==> config.mk <==
export PLATFORM = sky130hd
export DESIGN_NAME = piso_shift_register
export DESIGN_NICKNAME = d
export VERILOG_FILES = /design/src/rtl/piso_shift_register.sv
export SDC_FILE = /design/constraint.sdc
export NUM_CORES = 1
export LEC_CHECK = 0
export ABC_AREA = 0
export CORE_AREA = 3 3 40 42
export CTS_BUF_LIST = sky130_fd_sc_hd__clkbuf_2
export DETAILED_ROUTE_END_ITERATION = 10
export DIE_AREA = 0 0 43 45
export SYNTH_ARGS = -nofsm -noshare
export SYNTH_HDL_FRONTEND = slang
export SYNTH_SLANG_ARGS = --single-unit
==> constraint.sdc <==
create_clock -name clk -period 3.1 [get_ports clk]
set_clock_uncertainty 0.1 [all_clocks]
set_input_delay 0.31 -clock clk [delete_from_list [all_inputs] [get_ports clk]]
set_output_delay 0.31 -clock clk [all_outputs]
set_load 0.1 [all_outputs]
==> src/rtl/piso_shift_register.sv <==
// Parallel-in, serial-out serializer: captures a WIDTH-bit word on load and
// emits it MSB first, one bit per clock, with a busy flag while bits remain.
module piso_shift_register #(
    parameter int   WIDTH = 4,
    parameter logic FILL  = 1'b0
) (
    input  logic             clk,
    input  logic             rst,
    input  logic             load,
    input  logic [WIDTH-1:0] parallel_in,
    output logic             serial_out,
    output logic             busy
);

    localparam int CNT_W = $clog2(WIDTH + 1);

    logic [WIDTH-1:0] shift_q, shift_d;
    logic [CNT_W-1:0] count_q, count_d;

    always_comb begin
        shift_d = shift_q;
        count_d = count_q;
        if (load) begin
            shift_d = parallel_in;
            count_d = CNT_W'(WIDTH);
        end else begin
            // Shifting never stops; the counter alone tracks the loaded bits
            shift_d = {shift_q[WIDTH-2:0], FILL};
            if (count_q != '0) begin
                count_d = count_q - CNT_W'(1);
            end
        end
    end

    always_ff @(posedge clk) begin
        if (rst) begin
            shift_q <= '0;
            count_q <= '0;
        end else begin
            shift_q <= shift_d;
            count_q <= count_d;
        end
    end

    assign serial_out = shift_q[WIDTH-1];
    assign busy       = (count_q != '0);

endmodule

Word-level counts from Yosys, hierarchy flattened. Cells that the tools add are included. W data, S select, Z words.

Add/subtract/negate cells: 1. Multiplexer cells: 3. Bitwise operators: 1. Reductions and logical operators: 4.

Operators by type and width (number): $mux W3 (2); $mux W4 (1); $reduce_or A2 Y1 (2); $reduce_bool A3 Y1 (1); $sub A3 B1 Y3 const B (1); $reduce_bool A2 Y1 (1); $not A1 Y1 (1).

Bits in registers: 7. Output and inout bits: 2.

Longest topological paths before layout. Gate-level depths: netlist of run 1.

Depth after elaboration: 3. Depth in mapped cells: 6. Mapped depth without buffers: 6.

Worst setup path after synthesis of run 1. Ideal clock, no wire load.

Path type: register to output. Start point: register count_q[0]. End point: output port busy. Data arrival time: 1.175 ns. Path slack: 1.515 ns. Cell stages (with the launch flop): 5. Path buffers: 0. Path through: dfxtp_1 > inv_1 > ha_1 > ha_1 > inv_2.

Word-level cells in the longest chain between the ends: 1.

Ends and longest elaborated chain: start: declaration (line 18) `logic [CNT_W-1:0] count_q, count_d;`; start signal: assignment (line 41) `count_q <= count_d;`; $reduce_bool A3 Y1 (line 46) `assign busy = (count_q != '0);`; end: declaration (line 12) `output logic busy`.

No other way between the ends.

Worst setup path after layout of run 1.
Start point: register shift_q[3]. End point: output port serial_out.

RTL lines: start: declaration (line 17) `logic [WIDTH-1:0] shift_q, shift_d;`; start signal: assignment (line 40) `shift_q <= shift_d;`; end: declaration (line 11) `output logic serial_out,`.

No word-level cell between the ends.

==> key figures, run 1 <==
Clocking
  – CTS root buf: clkbuf_2
  – Number of clock sinks: 7
  – CTS clk-pin slew, worst paths: 0.07 ns
  – Resized Gates After CTS: 0
  – Clock insertion delay at the later pin of the skew report: 0.23 ns
  – CTS tree: done
  – Buffers from clock root to sink, at most: 2
  – Number of setup buffers added after CTS: 0
  – Cts hold-fix bufs: 0
  – Number of CTS-inserted buffers: 3
  – H-tree levels: 1

Synth
  – Yosys warning count: 0
  – Register bit count reported by yosys: 7
  – Sequential fraction of the synthesis area: 43.92%
  – Post-Synthesis Mean Instance Area: 10.64 sq um
  – Number of distinct standard cells referenced by the synthesized netlist: 13
  – Synthesized netlist net count: 40
  – Syn Inst Count: 30
  – Post-Syn Area: 319.1 sq um

Setup path
  – Crit path arrival time: 1.65 ns
  – Critical path depth in cells: 1
  – Flop-to-flop setup slack: 1.64 ns
  – Worst setup path end: serial_out
  – Critical path start-end classification: reg2out
  – Setup crit start kind: flip-flop
  – Crit path buf inv count: 1
  – Cell breakdown of the critical path: clkdlybuf4s50_1
  – Largest stage delay on the critical path: 1.12 ns
  – Crit Reg-Reg Endpoint: count_q[1]$_SDFFE_PP0P_
  – Worst endpoint required time: 2.69 ns
  – Endpoint kind of the worst setup timing path: primary output
  – CP delay by family, top: buffers and inverters
  – Worst reg2reg path depth: 5
  – Crit Reg-Reg Startpoint: count_q[0]$_SDFFE_PP0P_
  – Critical-path top delay cell: clkdlybuf4s50_1
  – Crit. Startpoint: shift_q[3]$_SDFF_PP0_
  – Max Fanout on Critical Path: 1

Floorplan
  – Die extent in y: 45 microns
  – Number of ports placed on the die boundary: 9
  – Core ar.: 1285 sq um
  – Die Area: 1935 sq um
  – Initial cell density of the core: 24.83%
  – Width of the chip: 43 microns
  – Number of rows in the core area: 13

Power and ir drop
  – Cell-internal power: 0.0001501 W
  – Overall power: 0.0002286 W
  – Seq pwr share: 43.1%
  – Switching power share of the total: 34.34%
  – Maximum ir drop on the vdd rail: 0.1704 mV
  – Part of the power in the clock network: 27.2%
  – Net Sw Power: 0.00007848 W
  – Pwr dens: 534.1 nW/um^2
  – Logic pwr share: 29.6%
  – Static Leakage: 0.1954 nW

Timing
  – Slew of the pin with the lowest slew margin: 0.9587 ns
  – Finish-stage setup viols: 0
  – Fin worst setup slack: 1.037 ns
  – Unrepaired setup endpoints after global routing: false
  – Count of endpoints failing hold in the final timing report: 0
  – Fin crit period: 2.063 ns
  – Final-layout setup total negative slack: 0 ns
  – Final hold slack: 0.3766 ns
  – Max-slew violation total from the final report: 0
  – Top achievable clock speed: 0.4846 GHz
  – Worst max-slew margin expressed relative to the limit: 35.89%
  – Final cycle utilization of the critical path: 66.56%

Outcome
  – Status: complete, no violations

Cells and area
  – Ant. Diodes: 0
  – Fraction of layout instances using a drive strength above 1: 17.07%
  – Final net count: 52
  – Layout overhead on the synthesized area: 34.12%

Placed design
  – Number of port buffers: 8
  – Post-placement setup slack: 1.275 ns
  – Gp weighted congestion: 0.6513
  – Final HPWL from detailed placement: 392.8 microns

Routing
  – Drt wl/cell: 8.821 microns
  – DR iter-0 viols: 4
  – Drt drc: 0
  – Via count normalized by instance count: 3.875
  – Total via count after detailed routing: 217
  – Wire length reported by the detailed router: 494 microns
  – Detailed-router iteration count before antenna repair: 3
  – Antenna-violating nets left: 0

GRT
  – Leftover overflow at the end of global routing: 0
  – Pin count of the biggest net entering global routing: 8
  – Total routing resource utilization after global routing: 6.594%
  – Via count of the first global-routing pass: 225
  – Wire length of the first global-routing pass: 876 microns
  – Antenna violations before repair: 0

Flow run
  – Max-capacitance violation count: 0

Worst hold path
  – Class of the tightest hold or removal check: reg2reg
==> through the flow <==
step / std cells / area (sq um) / util, %
final: 56 / 427.9 / 33.30
after global routing: 56 / 427.9 / 33.30
after CTS: 56 / 427.9 / 33.30
after detailed placement: 52 / 407.9 / 31.74
after global placement: 52 / 407.9 / 31.74
after floorplan: 30 / 319.1 / -
==> power by group through the flow <==
| stage | clock, W | combinational (W) | sequential, W |
|---|---|---|---|
| floorplan | 0 | 0.0000458 | 0.000106 |
| global placement | 0 | 0.0000678 | 0.000101 |
| detailed placement | 0 | 0.0000678 | 0.000101 |
| CTS | 0.0000673 | 0.0000687 | 0.0000987 |
| global route | 0.0000716 | 0.0000733 | 0.0000994 |
| finish | 0.0000623 | 0.0000677 | 0.0000986 |
==> layout make-up <==
cell class              instances  area [sq um]
fillers                       139         857.1
clock inverters                 1         5.005
clock buffers                   3         15.01
flip-flops and latches          7         140.1
well taps                      15         18.77
multi-input cells              16         148.9
repair buffers                  8         77.57
inverters                       6         22.52
==> per-layer routing <==
layer  GRT usage (%)  share of wire (%)  up-vias
met3           3.586                5.7        0
met4           5.422                  0        0
li1                -                  -      117
met1           7.282                 41       96
met2           9.281                 53        4
met5               0                  0        -
==> cells in the mapped netlist, drive strengths merged <==
cell | count | share of area (%)
nor3b | 1 | 2.4
dfxtp | 7 | 44
xor2 | 1 | 2.7
buf | 1 | 2.4
nor2 | 3 | 3.5
ha | 3 | 12
inv | 6 | 7.1
a21oi | 1 | 1.6
a2111oi | 1 | 8.6
mux2i | 4 | 13
nor3 | 1 | 1.6
nor2b | 1 | 2.0
==> how the worst min path moves through the flow <==
stage | startpoint | end | cells past startpoint
floorplan | rst | count_q[2]$_SDFFE_PP0P_ | 1
global placement | shift_q[2]$_SDFF_PP0_ | shift_q[3]$_SDFF_PP0_ | 2
detailed placement | shift_q[0]$_SDFF_PP0_ | shift_q[1]$_SDFF_PP0_ | 2
CTS | shift_q[2]$_SDFF_PP0_ | shift_q[3]$_SDFF_PP0_ | 2
global route | shift_q[2]$_SDFF_PP0_ | shift_q[3]$_SDFF_PP0_ | 2
finish | shift_q[2]$_SDFF_PP0_ | shift_q[3]$_SDFF_PP0_ | 2
==> flip-flops by register name (all words and copies together), names as in the netlist <==
| register | cells |
|---|---|
| shift_q | 4 |
| count_q | 3 |
==> worst register-to-register path, cell delays in order (launching register included) <==
cell and delay (ns):
dfxtp_1 0.34, inv_1 0.05, ha_1 0.21, ha_1 0.25, nor2b_1 0.18, a2111oi_4 0.25
==> cells in the final DEF, fill, tap and decap left out <==
cell	synthesis	routed
a21oi_1	1	1
nor3_1	1	1
buf_4	1	1
inv_1	5	5
xor2_1	1	1
clkinv_2	0	1
dfxtp_1	7	7
mux2i_1	4	4
ha_1	3	3
a2111oi_4	1	1
nor3b_1	1	1
clkbuf_2	0	3
nor2b_1	1	1
nor2_1	3	3
clkdlybuf4s50_1	0	7
inv_2	1	1
==> kinds of logic (layout without fill, tap and decap cells) <==
group	Yosys count	after routing	synth area share (%)
compound gates	2	2	10.20
xor+xnor	1	1	2.746
buf+inv	7	18	9.412
simple gates	6	6	9.412
mux	4	4	12.55
fa+ha+maj	3	3	11.77
flops	7	7	43.92
(Power assumes the default switching activity.)
==> inputs of run 2 (changes only) <==
- clock period: 3.1 -> 1.8 ns (I/O delays scaled with it)
==> key figures, run 2 (synthesized netlist as in run 1, its figures left out) <==
Outcome
  – Status: complete, no violations (unchanged)

Floorplan
  – Initial cell density of the core: 24.83% (unchanged)
  – Number of ports placed on the die boundary: 9 (unchanged)
  – Width of the chip: 43 microns (unchanged)
  – Core ar.: 1285 sq um (unchanged)
  – Number of rows in the core area: 13 (unchanged)
  – Die Area: 1935 sq um (unchanged)
  – Die extent in y: 45 microns (unchanged)

Clocking
  – Cts hold-fix bufs: 0 (unchanged)
  – Clock insertion delay at the later pin of the skew report: 0.23 ns (about the same)
  – Buffers from clock root to sink, at most: 2 (unchanged)
  – H-tree levels: 1 (unchanged)
  – Resized Gates After CTS: 0 (unchanged)
  – Number of CTS-inserted buffers: 3 (unchanged)
  – Number of setup buffers added after CTS: 0 (unchanged)
  – Number of clock sinks: 7 (unchanged)
  – CTS clk-pin slew, worst paths: 0.07 ns (about the same)
  – CTS tree: done (unchanged)
  – CTS root buf: clkbuf_2 (unchanged)

Setup path
  – CP delay by family, top: adder cells (was buffers and inverters)
  – Worst reg2reg path depth: 5 (unchanged)
  – Largest stage delay on the critical path: 0.35 ns (was 1.12 ns)
  – Setup crit start kind: flip-flop (unchanged)
  – Crit path arrival time: 1.37 ns (was 1.65 ns)
  – Crit Reg-Reg Endpoint: count_q[1]$_SDFFE_PP0P_ (unchanged)
  – Crit Reg-Reg Startpoint: count_q[0]$_SDFFE_PP0P_ (unchanged)
  – Most numerous cell on the critical path: ha_1
  – Critical-path top delay cell: dfxtp_1 (was clkdlybuf4s50_1)
  – Worst endpoint required time: 1.52 ns (was 2.69 ns)
  – Cell breakdown of the critical path: inv_1 -> ha_1 -> ha_1 -> inv_2 -> buf_12 (was clkdlybuf4s50_1)
  – Critical path start-end classification: reg2out (unchanged)
  – Max Fanout on Critical Path: 4 (was 1)
  – Crit path buf inv count: 3 (was 1)
  – Flop-to-flop setup slack: 0.35 ns (was 1.64 ns)
  – Endpoint kind of the worst setup timing path: primary output (unchanged)

Cells and area
  – Most frequent standard cell in the layout excluding fill and tap cells: dfxtp_1
  – Regs by FF count: shift_q (4), count_q (3) (unchanged)
  – Design area: 437.9 sq um (was 427.9 sq um)
  – Ant. Diodes: 0 (unchanged)
  – Layout overhead on the synthesized area: 37.25% (was 34.12%)
  – Flip-flop count of the largest register after layout: 4 (unchanged)
  – Fraction of layout instances using a drive strength above 1: 19.51% (was 17.07%)
  – Final net count: 52 (unchanged)
  – Leading cell types in the layout, fill and taps excluded: 7 x dfxtp_1, 6 x clkdlybuf4s50_1, 5 x inv_1, 4 x mux2i_1, 4 x clkbuf_2 (was 7 x dfxtp_1, 7 x clkdlybuf4s50_1, 5 x inv_1, 4 x mux2i_1)
  – Register bank with the most flops: shift_q (unchanged)

Timing
  – Top achievable clock speed: 0.6044 GHz
  – Final cycle utilization of the critical path: 91.91%
  – Max-slew violation total from the final report: 0 (unchanged)
  – Final-layout setup total negative slack: 0 ns (unchanged)
  – Slew of the pin with the lowest slew margin: 0.3578 ns (was 0.9587 ns)
  – Finish-stage setup viols: 0 (unchanged)
  – Unrepaired setup endpoints after global routing: false (unchanged)
  – Worst max-slew margin expressed relative to the limit: 76.07% (was 35.89%)
  – Count of endpoints failing hold in the final timing report: 0 (unchanged)
  – Fin crit period: 1.654 ns

GRT
  – Via count of the first global-routing pass: 199 (was 225)
  – Wire length of the first global-routing pass: 910 microns (was 876 microns)
  – Pin count of the biggest net entering global routing: 8 (unchanged)
  – Total routing resource utilization after global routing: 7.339% (was 6.594%)
  – Met3 track utilization from global routing: 4.781% (was 3.586%)
  – Met2 track utilization from global routing: 9.281% (unchanged)
  – Met1 demand-to-capacity share in global routing: 7.990% (was 7.282%)
  – Antenna violations before repair: 0 (unchanged)
  – Global-route layer with the greatest usage: met2 (unchanged)
  – Leftover overflow at the end of global routing: 0 (unchanged)

Placed design
  – Final HPWL from detailed placement: 448.3 microns (was 392.8 microns)
  – Gp weighted congestion: 0.6819 (was 0.6513)
  – Post-detailed-placement cell area: 417.9 sq um (was 407.9 sq um)
  – Number of port buffers: 8 (unchanged)

Worst hold path
  – Class of the tightest hold or removal check: reg2reg (unchanged)
  – Hold Path End: shift_q[3]$_SDFF_PP0_ (unchanged)
  – Beginning of the worst hold path: shift_q[2]$_SDFF_PP0_ (unchanged)
  – Hold Path Stages: 2 (unchanged)

Routing
  – Detailed-router iteration count before antenna repair: 4 (was 3)
  – Total via count after detailed routing: 223 (was 217)
  – Via count normalized by instance count: 3.982 (was 3.875)
  – Drt wl/cell: 10.14 microns (was 8.821 microns)
  – DR iter-0 viols: 2 (was 4)
  – Drt drc: 0 (unchanged)
  – Antenna-violating nets left: 0 (unchanged)
  – Wire length reported by the detailed router: 568 microns (was 494 microns)

Power and ir drop
  – Maximum ir drop on the vdd rail: 0.2377 mV (was 0.1704 mV)
  – Pwr dens: 954.4 nW/um^2 (was 534.1 nW/um^2)
  – Static Leakage: 0.2017 nW (was 0.1954 nW)

Flow run
  – Max-capacitance violation count: 0 (unchanged)
-- run 2: cell count changes in the layout (fill, tap and decap cells not counted), sizes merged --
| cell | change |
|---|---|
| buf | +1 |
| clkbuf | +1 |
| clkdlybuf4s50 | -1 |
| clkinv | -1 |
-- run 2: metal layers --
layer  wire length, microns  share of wire, %  up-vias
li1                       -                 -      116
met1                    250                44      103
met4                      0                 0        0
met3                     37               6.5        0
met5                      0                 0        -
met2                    280                49        4
-- run 2: through the flow --
stage	power [W]	hold WS [ns]	worst slack (ns)	cells	util [%]
floorplan	0.0002612	0.1491	0.2424	30	-
detailed placement	0.0003036	0.3678	0.3486	52	32.52
finish	0.0004180	0.3810	0.1456	56	34.08
global placement	0.0003020	0.3492	0.3632	52	32.52
CTS	0.0004283	0.3844	0.1222	56	34.08
global route	0.0004441	0.3847	0.03644	56	34.08
-- run 2: where the power goes --
part / switching, W / total, W / internal (W)
Combinational: 0.0000763 / 0.000128 / 0.0000518
Clock: 0.0000601 / 0.000119 / 0.0000590
Sequential: 0.00000521 / 0.000171 / 0.000165
-- run 2: worst max-delay path by stage --
stage | startpoint | to | slack [ns] | depth (start not counted)
finish | count_q[0]$_SDFFE_PP0P_ | busy | 0.15 | 5
CTS | count_q[0]$_SDFFE_PP0P_ | busy | 0.12 | 5
global route | count_q[1]$_SDFFE_PP0P_ | busy | 0.04 | 5
floorplan | count_q[0]$_SDFFE_PP0P_ | count_q[1]$_SDFFE_PP0P_ | 0.24 | 5
global placement | count_q[0]$_SDFFE_PP0P_ | count_q[1]$_SDFFE_PP0P_ | 0.36 | 5
detailed placement | count_q[0]$_SDFFE_PP0P_ | count_q[1]$_SDFFE_PP0P_ | 0.35 | 5
-- run 2: worst register-to-register path, stage by stage (launching register included) --
cell and delay, ns:
dfxtp_1 0.35, inv_1 0.05, ha_1 0.20, ha_1 0.25
nor2b_1 0.18, a2111oi_4 0.25
-- run 2: area by class of cell --
class                      count  area [sq um]
fill                         133         847.1
multi-input combinational     16         148.9
sequential                     7         140.1
timing repair buffer           8         87.58
inverter                       6         22.52
clock buffer                   4         20.02
tap                           15         18.77
